`src/rtl/uart_tx_arbiter.sv`:
```
// Round-robin arbiter sharing one UART TX serializer among NUM_REQ byte requesters.
// Latches the winner's byte, strobes it into the serializer, then acks on done or watchdog abort.
module uart_tx_arbiter #(
    parameter int unsigned NUM_REQ      = 4,
    parameter int unsigned TIMEOUT_CLKS = 2604
) (
    input  logic                   i_Clock,
    input  logic                   i_Reset,
    input  logic [NUM_REQ-1:0]     i_Req,
    input  logic [8*NUM_REQ-1:0]   i_Req_Byte,
    output logic [NUM_REQ-1:0]     o_Grant,
    output logic [NUM_REQ-1:0]     o_Ack,
    output logic                   o_Timeout,
    output logic                   o_Busy,
    output logic                   o_TX_DV,
    output logic [7:0]             o_TX_Byte,
    input  logic                   i_TX_Done
);

    localparam int unsigned IW = (NUM_REQ > 1) ? $clog2(NUM_REQ) : 1;
    localparam int unsigned CW = 16;
    localparam logic [CW-1:0] WD_LAST = CW'(TIMEOUT_CLKS - 1);

    typedef enum logic [1:0] {
        S_IDLE    = 2'd0,
        S_SEND    = 2'd1,
        S_WAIT    = 2'd2,
        S_RELEASE = 2'd3
    } state_e;

    state_e             state_q;
    logic [IW-1:0]      last_q;
    logic [IW-1:0]      idx_q;
    logic [CW-1:0]      wd_cnt_q;
    logic               wd_hit_q;
    logic [NUM_REQ-1:0] grant_q;
    logic [NUM_REQ-1:0] ack_q;
    logic               timeout_q;
    logic               busy_q;
    logic               tx_dv_q;
    logic [7:0]         tx_byte_q;

    logic [7:0]         req_byte_c [NUM_REQ];
    logic               win_vld_c;
    logic [IW-1:0]      win_idx_c;
    logic [NUM_REQ-1:0] win_oh_c;

    function automatic logic [IW-1:0] rr_index(input logic [IW-1:0] base, input int unsigned off);
        int unsigned sum;
        sum = 32'(base) + off;
        if (sum >= NUM_REQ) begin
            sum = sum - NUM_REQ;
        end
        return IW'(sum);
    endfunction

    always_comb begin
        for (int k = 0; k < int'(NUM_REQ); k++) begin
            req_byte_c[k] = i_Req_Byte[8*k +: 8];
        end
    end

    // Scan offsets from farthest to nearest so the requester right after last_q wins.
    always_comb begin
        win_vld_c = 1'b0;
        win_idx_c = last_q;
        for (int unsigned off = NUM_REQ; off >= 1; off--) begin
            if (i_Req[rr_index(last_q, off)]) begin
                win_vld_c = 1'b1;
                win_idx_c = rr_index(last_q, off);
            end
        end
        win_oh_c = NUM_REQ'(1) << win_idx_c;
    end

    always_ff @(posedge i_Clock or posedge i_Reset) begin
        if (i_Reset) begin
            state_q   <= S_IDLE;
            last_q    <= IW'(NUM_REQ - 1);
            idx_q     <= '0;
            wd_cnt_q  <= '0;
            wd_hit_q  <= 1'b0;
            grant_q   <= '0;
            ack_q     <= '0;
            timeout_q <= 1'b0;
            busy_q    <= 1'b0;
            tx_dv_q   <= 1'b0;
            tx_byte_q <= '0;
        end else begin
            ack_q     <= '0;
            timeout_q <= 1'b0;
            tx_dv_q   <= 1'b0;
            case (state_q)
                S_IDLE: begin
                    if (win_vld_c) begin
                        state_q   <= S_SEND;
                        idx_q     <= win_idx_c;
                        grant_q   <= win_oh_c;
                        tx_byte_q <= req_byte_c[win_idx_c];
                        tx_dv_q   <= 1'b1;
                        busy_q    <= 1'b1;
                    end
                end
                S_SEND: begin
                    wd_cnt_q <= '0;
                    wd_hit_q <= 1'b0;
                    state_q  <= S_WAIT;
                end
                S_WAIT: begin
                    if (i_TX_Done) begin
                        state_q <= S_RELEASE;
                        ack_q   <= grant_q;
                    end else if (wd_hit_q) begin
                        state_q   <= S_RELEASE;
                        ack_q     <= grant_q;
                        timeout_q <= 1'b1;
                    end else begin
                        // Expiry is registered: the abort decision lands one cycle after the count hits WD_LAST.
                        wd_hit_q <= (wd_cnt_q == WD_LAST);
                        if (wd_cnt_q != '1) begin
                            wd_cnt_q <= wd_cnt_q + CW'(1);
                        end
                    end
                end
                S_RELEASE: begin
                    last_q  <= idx_q;
                    grant_q <= '0;
                    busy_q  <= 1'b0;
                    state_q <= S_IDLE;
                end
                default: begin
                    state_q <= S_IDLE;
                    grant_q <= '0;
                    busy_q  <= 1'b0;
                end
            endcase
        end
    end

    assign o_Grant   = grant_q;
    assign o_Ack     = ack_q;
    assign o_Timeout = timeout_q;
    assign o_Busy    = busy_q;
    assign o_TX_DV   = tx_dv_q;
    assign o_TX_Byte = tx_byte_q;

endmodule
```
`config.mk`:
```
export PLATFORM = sky130hd
export DESIGN_NAME = uart_tx_arbiter
export DESIGN_NICKNAME = d
export VERILOG_FILES = /design/src/rtl/uart_tx_arbiter.sv
export SDC_FILE = /design/constraint.sdc
export NUM_CORES = 1
export LEC_CHECK = 0
export BUFFER_PORTS_ARGS = -buffer_cell sky130_fd_sc_hd__buf_2
export CORE_UTILIZATION = 53
export CTS_CLUSTER_SIZE = 24
export DETAILED_ROUTE_END_ITERATION = 16
export GPL_TIMING_DRIVEN = 0
export HOLD_SLACK_MARGIN = 0.12
export PLACE_DENSITY = 0.8
export SKIP_CTS_REPAIR_TIMING = 1
export SLEW_MARGIN = 40
export SYNTH_ARGS = -nofsm -noshare
export SYNTH_HDL_FRONTEND = slang
export SYNTH_SLANG_ARGS = --single-unit
```
`constraint.sdc`:
```
create_clock -name i_Clock -period 2 [get_ports i_Clock]
set_input_delay 0.1 -clock i_Clock [delete_from_list [all_inputs] [get_ports i_Clock]]
set_output_delay 0.1 -clock i_Clock [all_outputs]
set_load 0.1 [all_outputs]
```
==> Word level (Yosys, flattened, before mapping) <==
Index checks and enable logic that the tools add are counted.
{ "totals": {"regBits": 42, "latchBits": 0, "mem_bits_rw": 0, "romBits": 0, "out_inout_bits": 19, "word_cells": 95, "n_memories": 0} }
{ "op_classes": {"add_sub_neg": 9, "n_mul": 0, "div_mod_pow": 0, "n_lt_le_gt_ge": 9, "eq_ne": 10, "shifts": 1, "muxes": 46, "bitwise_logic": 1, "reduce_logical": 8} }
{ "ops": {"columns": ["operator", "count"], "rows": [
  ["$mux 16", 3],
  ["$pmux 16 s2", 1],
  ["$mux 2", 11],
  ["$add 16x1->16 const B", 1],
  ["$bmux 8 s2", 1],
  ["$eq 16x12->1 const B", 1],
  ["$mux 1", 16],
  ["$mux 4", 4],
  ["$mux 8", 2],
  ["$ne 16x16->1 const B", 1],
  ["$ge 3x3->1 const B", 4],
  ["$lt 2x3->1 const B", 4],
  ["$bmux 1 s2", 4],
  ["$ne 2x2->1 const B", 4],
  ["$pmux 2 s4", 1],
  ["$pmux 4 s2", 1],
  ["$reduce_and 2->1", 4],
  ["$sub 2x1->2 const B", 4],
  ["$add 2x2->3 const B", 2],
  ["$add 2x3->4 const B", 1],
  ["$eq 2x2->1 const B", 2],
  ["$ge 4x3->1 const B", 1],
  ["$pmux 1 s2", 2],
  ["$reduce_and 4->1", 1],
  ["7 further kinds", 8]
]} }

==> Longest topological paths before layout <==
{ "logic_depth": {"ltp_word": 13, "mapped_depth": 7} }

==> Least setup slack after synthesis <==
No wires, ideal clock.
{ "synth_timing": {"path_kind": "reg-to-reg", "start": "register state_q[0]", "end": "register wd_cnt_q[14]", "setup_time_ns": 0.120, "arrival_ns": 1.718, "t_required_ns": 1.880, "slack_ns": 0.162, "path_stages_with_launch": 8, "path_cell_list": "dfrtp_1 > inv_1 > ha_1 > nor3b_4 > a21oi_1 > nor4_2 > a31oi_1 > a41o_1"} }
{ "synth_via": {"elab_chain_cells": 3} }
{ "synth_rtl": {"columns": ["element", "line_no", "rtl"], "rows": [
  ["start: declaration", "31", "state_e state_q;"],
  ["start signal: assignment", "78", "state_q <= S_IDLE;"],
  ["start signal: assignment", "96", "state_q <= S_SEND;"],
  ["start signal: assignment", "107", "state_q <= S_WAIT;"],
  ["$eq 2x2->1 or $eq 2x1->1 (tied branches)", "93", "case (state_q)"],
  ["$ne 2x2->1 (no source line) or $reduce_bool 2->1 (tied branches)", null, null],
  ["$reduce_and 4->1 (no source line)", null, null],
  ["end signal: assignment", "121", "wd_cnt_q <= wd_cnt_q + CW'(1);"],
  ["end: declaration", "34", "logic [CW-1:0] wd_cnt_q;"]
]} }
Several ways; a longest one is shown, not always the timed one.
A chain may end at the register's enable or synchronous reset.

==> Final worst setup path <==
{ "layout_timing": {"start": "register state_q[0]", "end": "register wd_cnt_q[12]"} }
The elaborated chain is that of the path after synthesis.

==> flow_summary.yaml <==
sta:
  hold_ws_ns: 0.1223
  post-route-period-util_pct: 105.6
  maxSlewViolCount: 0
  period_minus_slack_ns: 2.111
  finalHoldViolations: 0
  tightest_slew_ns: 0.5163
  finalSetupTns_ns: -0.2160
  finClkSkew_ns: 0.009901
  final.setup.worst_slack_ns: -0.1115
  fmax_mhz: 473.6
  worst_slew_margin_rel_pct: 65.58
  setup_viol: 2
setup_path:
  reg2reg_depth: 8
  cp-end-kind: "flop"
  crit_end: "wd_cnt_q[12]"
  r2r-end: "wd_cnt_q[12]"
  startpoint: "state_q[0]"
  path_class: "flop to flop"
  worstPathRequired_ns: 2.17
  critical_path_arrival_ns: 2.28
  cp-start-kind: "flop"
  rrSetupSlack_ns: -0.11
  rr_startpoint: "state_q[0]"
  worstPathMaxFanout: 8
clock_network:
  clock_path_buffers: 2
  cts_tree: "yes"
  clk_pin_slew_worst_paths_ns: 0.09
  numCtsBuffers: 5
  clk_latency_ns: 0.29
  htreeDepth: 2
  cts_root_buf: "clkbuf_8"
  numClockSinks: 42
logic_synthesis:
  yosysMostFrequentCell: "dfrtp_1"
  synth_seq_area_share_pct: 46.09
  netlist_area_um2: 2286
  ys.flop_type: "dfrtp_1"
  ys_ff_latch: 42
  synthArstFlopShare_pct: 100.0
  ys_warn_count: 0
  synth_nets: 274
  synth_cells: 229
  synth_edf_count: 0
  synth_area_leader_cell: "dfrtp_1"
  synth_top_area_share_pct: 43.79
  synth_commonest_cells: "40 x dfrtp_1, 33 x nand2_1, 20 x mux2i_1"
  synth_area_leaders: "dfrtp_1 44%, mux2i_1 8.8%, nand2_1 5.4%"
  yosysUniqueCellTypes: 46
  postSynthAreaPerCell_um2: 9.982
power:
  power_density_nw_per_um2: 1493
  peakVddDrop_uv: 1226
  finalPower_mw: 4.249
  p_leak_nw: 1.384
floorplan:
  die_width_um: 67.68
  die_y_um: 67.68
  initial_core_util_pct: 56.34
  dieArea_um2: 4580
  core_um2: 4058
  num_rows: 23
  ios: 58
status:
  violations: "negative setup slack"
  outcome: "finished, violations left"
detailed_routing:
  drc: 0
  dr_total_vias: 2031
  drt-initial-drc-count: 148
  drt_pass1_iterations: 5
  wl_per_cell_um: 15.21
  wirelength_um: 5383
  drtAntennaViolNets: 0
  viasPerCell: 5.737
finish:
  multi_input_area_um2: 1207
  n_antenna_cell: 0
  register_area_um2: 1054
  fill_cells: 306
  drive_gt1_share_pct: 31.58
  nets: 348
  syn2layout_area_growth_pct: 24.47
global_routing:
  overflow: 0
  grt_max_degree: 43
  track_usage_pct: 23.49
  antenna_found_initial: 0
  grt_pass1_vias: 1806
  grt_pass1_wl_um: 8024
job:
  cap_violations: 0
place:
  gp_congestion: 0.8635
  dpl.hpwl_um: 3589
  dp_slack_ns: -0.09654
  numPortBuffers: 57
hold_path:
  hp-class: "input pin to flop"
-- worst max-delay path, cell delays in order, from the launching register on --
cell	delay, ns
dfrtp_1	0.42
inv_2	0.11
ha_4	0.17
nor3b_4	0.35
a21oi_1	0.17
nor4_2	0.43
buf_4	0.19
xnor2_1	0.10
nor2_1	0.05
-- kinds of logic after synthesis --
family                     count (synthesis)  synth area share (%)
muxes                                     22                 9.743
DFF                                       42                 46.09
and+or+nand+nor                           99                 23.70
buffers and inverters                     14                 2.736
adders and majority gates                  6                 3.284
AOI/OAI and AO/OA                         36                 10.62
xor gates and xnor gates                  10                 3.831
-- cell usage in the layout (no fill, tap or decap), types with 7 or more instances in the layout --
cell / n
buf_2: 59
xnor2_1: 10
a21oi_1: 7
o21ai_0: 9
dfrtp_1: 40
nor2_1: 18
o221ai_1: 8
mux2i_1: 19
buf_4: 9
nand3_1: 8
nand2_1: 32
-- worst min path at each step --
stage	start	to	slack, ns	depth (start not counted)
after CTS	i_Reset	wd_cnt_q[3]	-0.13	2
after global routing	i_Req_Byte[25]	o_TX_Byte[1]	0.14	3
final	i_Req_Byte[25]	o_TX_Byte[1]	0.12	3
after floorplan	i_TX_Done	wd_hit_q	0.28	3
after detailed placement	i_Reset	wd_cnt_q[12]	0.18	2
after global placement	i_Req_Byte[25]	o_TX_Byte[1]	0.42	3
-- routing by layer --
metal / GRT usage (%) / vias to the layer above / wire length [µm] / share of wire, %
met5: 0 / - / 0 / 0
met4: 9.043 / 0 / 42 / 0.78
met3: 4.561 / 5 / 325 / 6.0
met2: 37.75 / 85 / 2762 / 51
met1: 30.92 / 974 / 2252 / 42
li1: - / 967 / - / -
-- layout make-up --
| cell class | instances | area share (%) |
|---|---|---|
| plain buffers | 7 | 1.495 |
| clock buffers | 6 | 2.551 |
| clock inverters | 2 | 0.4837 |
| inverters | 6 | 0.8795 |
| multi-input cells | 173 | 42.44 |
| flip-flops and latches | 42 | 37.03 |
| well taps | 50 | 2.199 |
| repair buffers | 68 | 12.93 |
-- where the power goes --
group          leakage, nW  switching, mW  internal (mW)
registers            0.551          0.173           1.09
clock network       0.0452          0.311          0.247
logic                0.788           1.76          0.669
-- registers in the layout (all words and copies together) (netlist names), 2 cells and up --
register,flops
o_Grant,4
state_q,2
wd_cnt_q,16
last_q,2
idx_q,2
o_TX_Byte,8
o_Ack,4
-- per-stage QoR --
stage          instance area [µm²]  std cells  utilization (%)
3_5_place_dp                  2636        336            64.97
3_3_place_gp                  2634        336            64.91
6_report                      2845        354            70.12
5_1_grt                       2845        354            70.12
4_1_cts                       2723        344            67.10
2_1_floorplan                 2286        229                -
(Power assumes the default switching activity.)
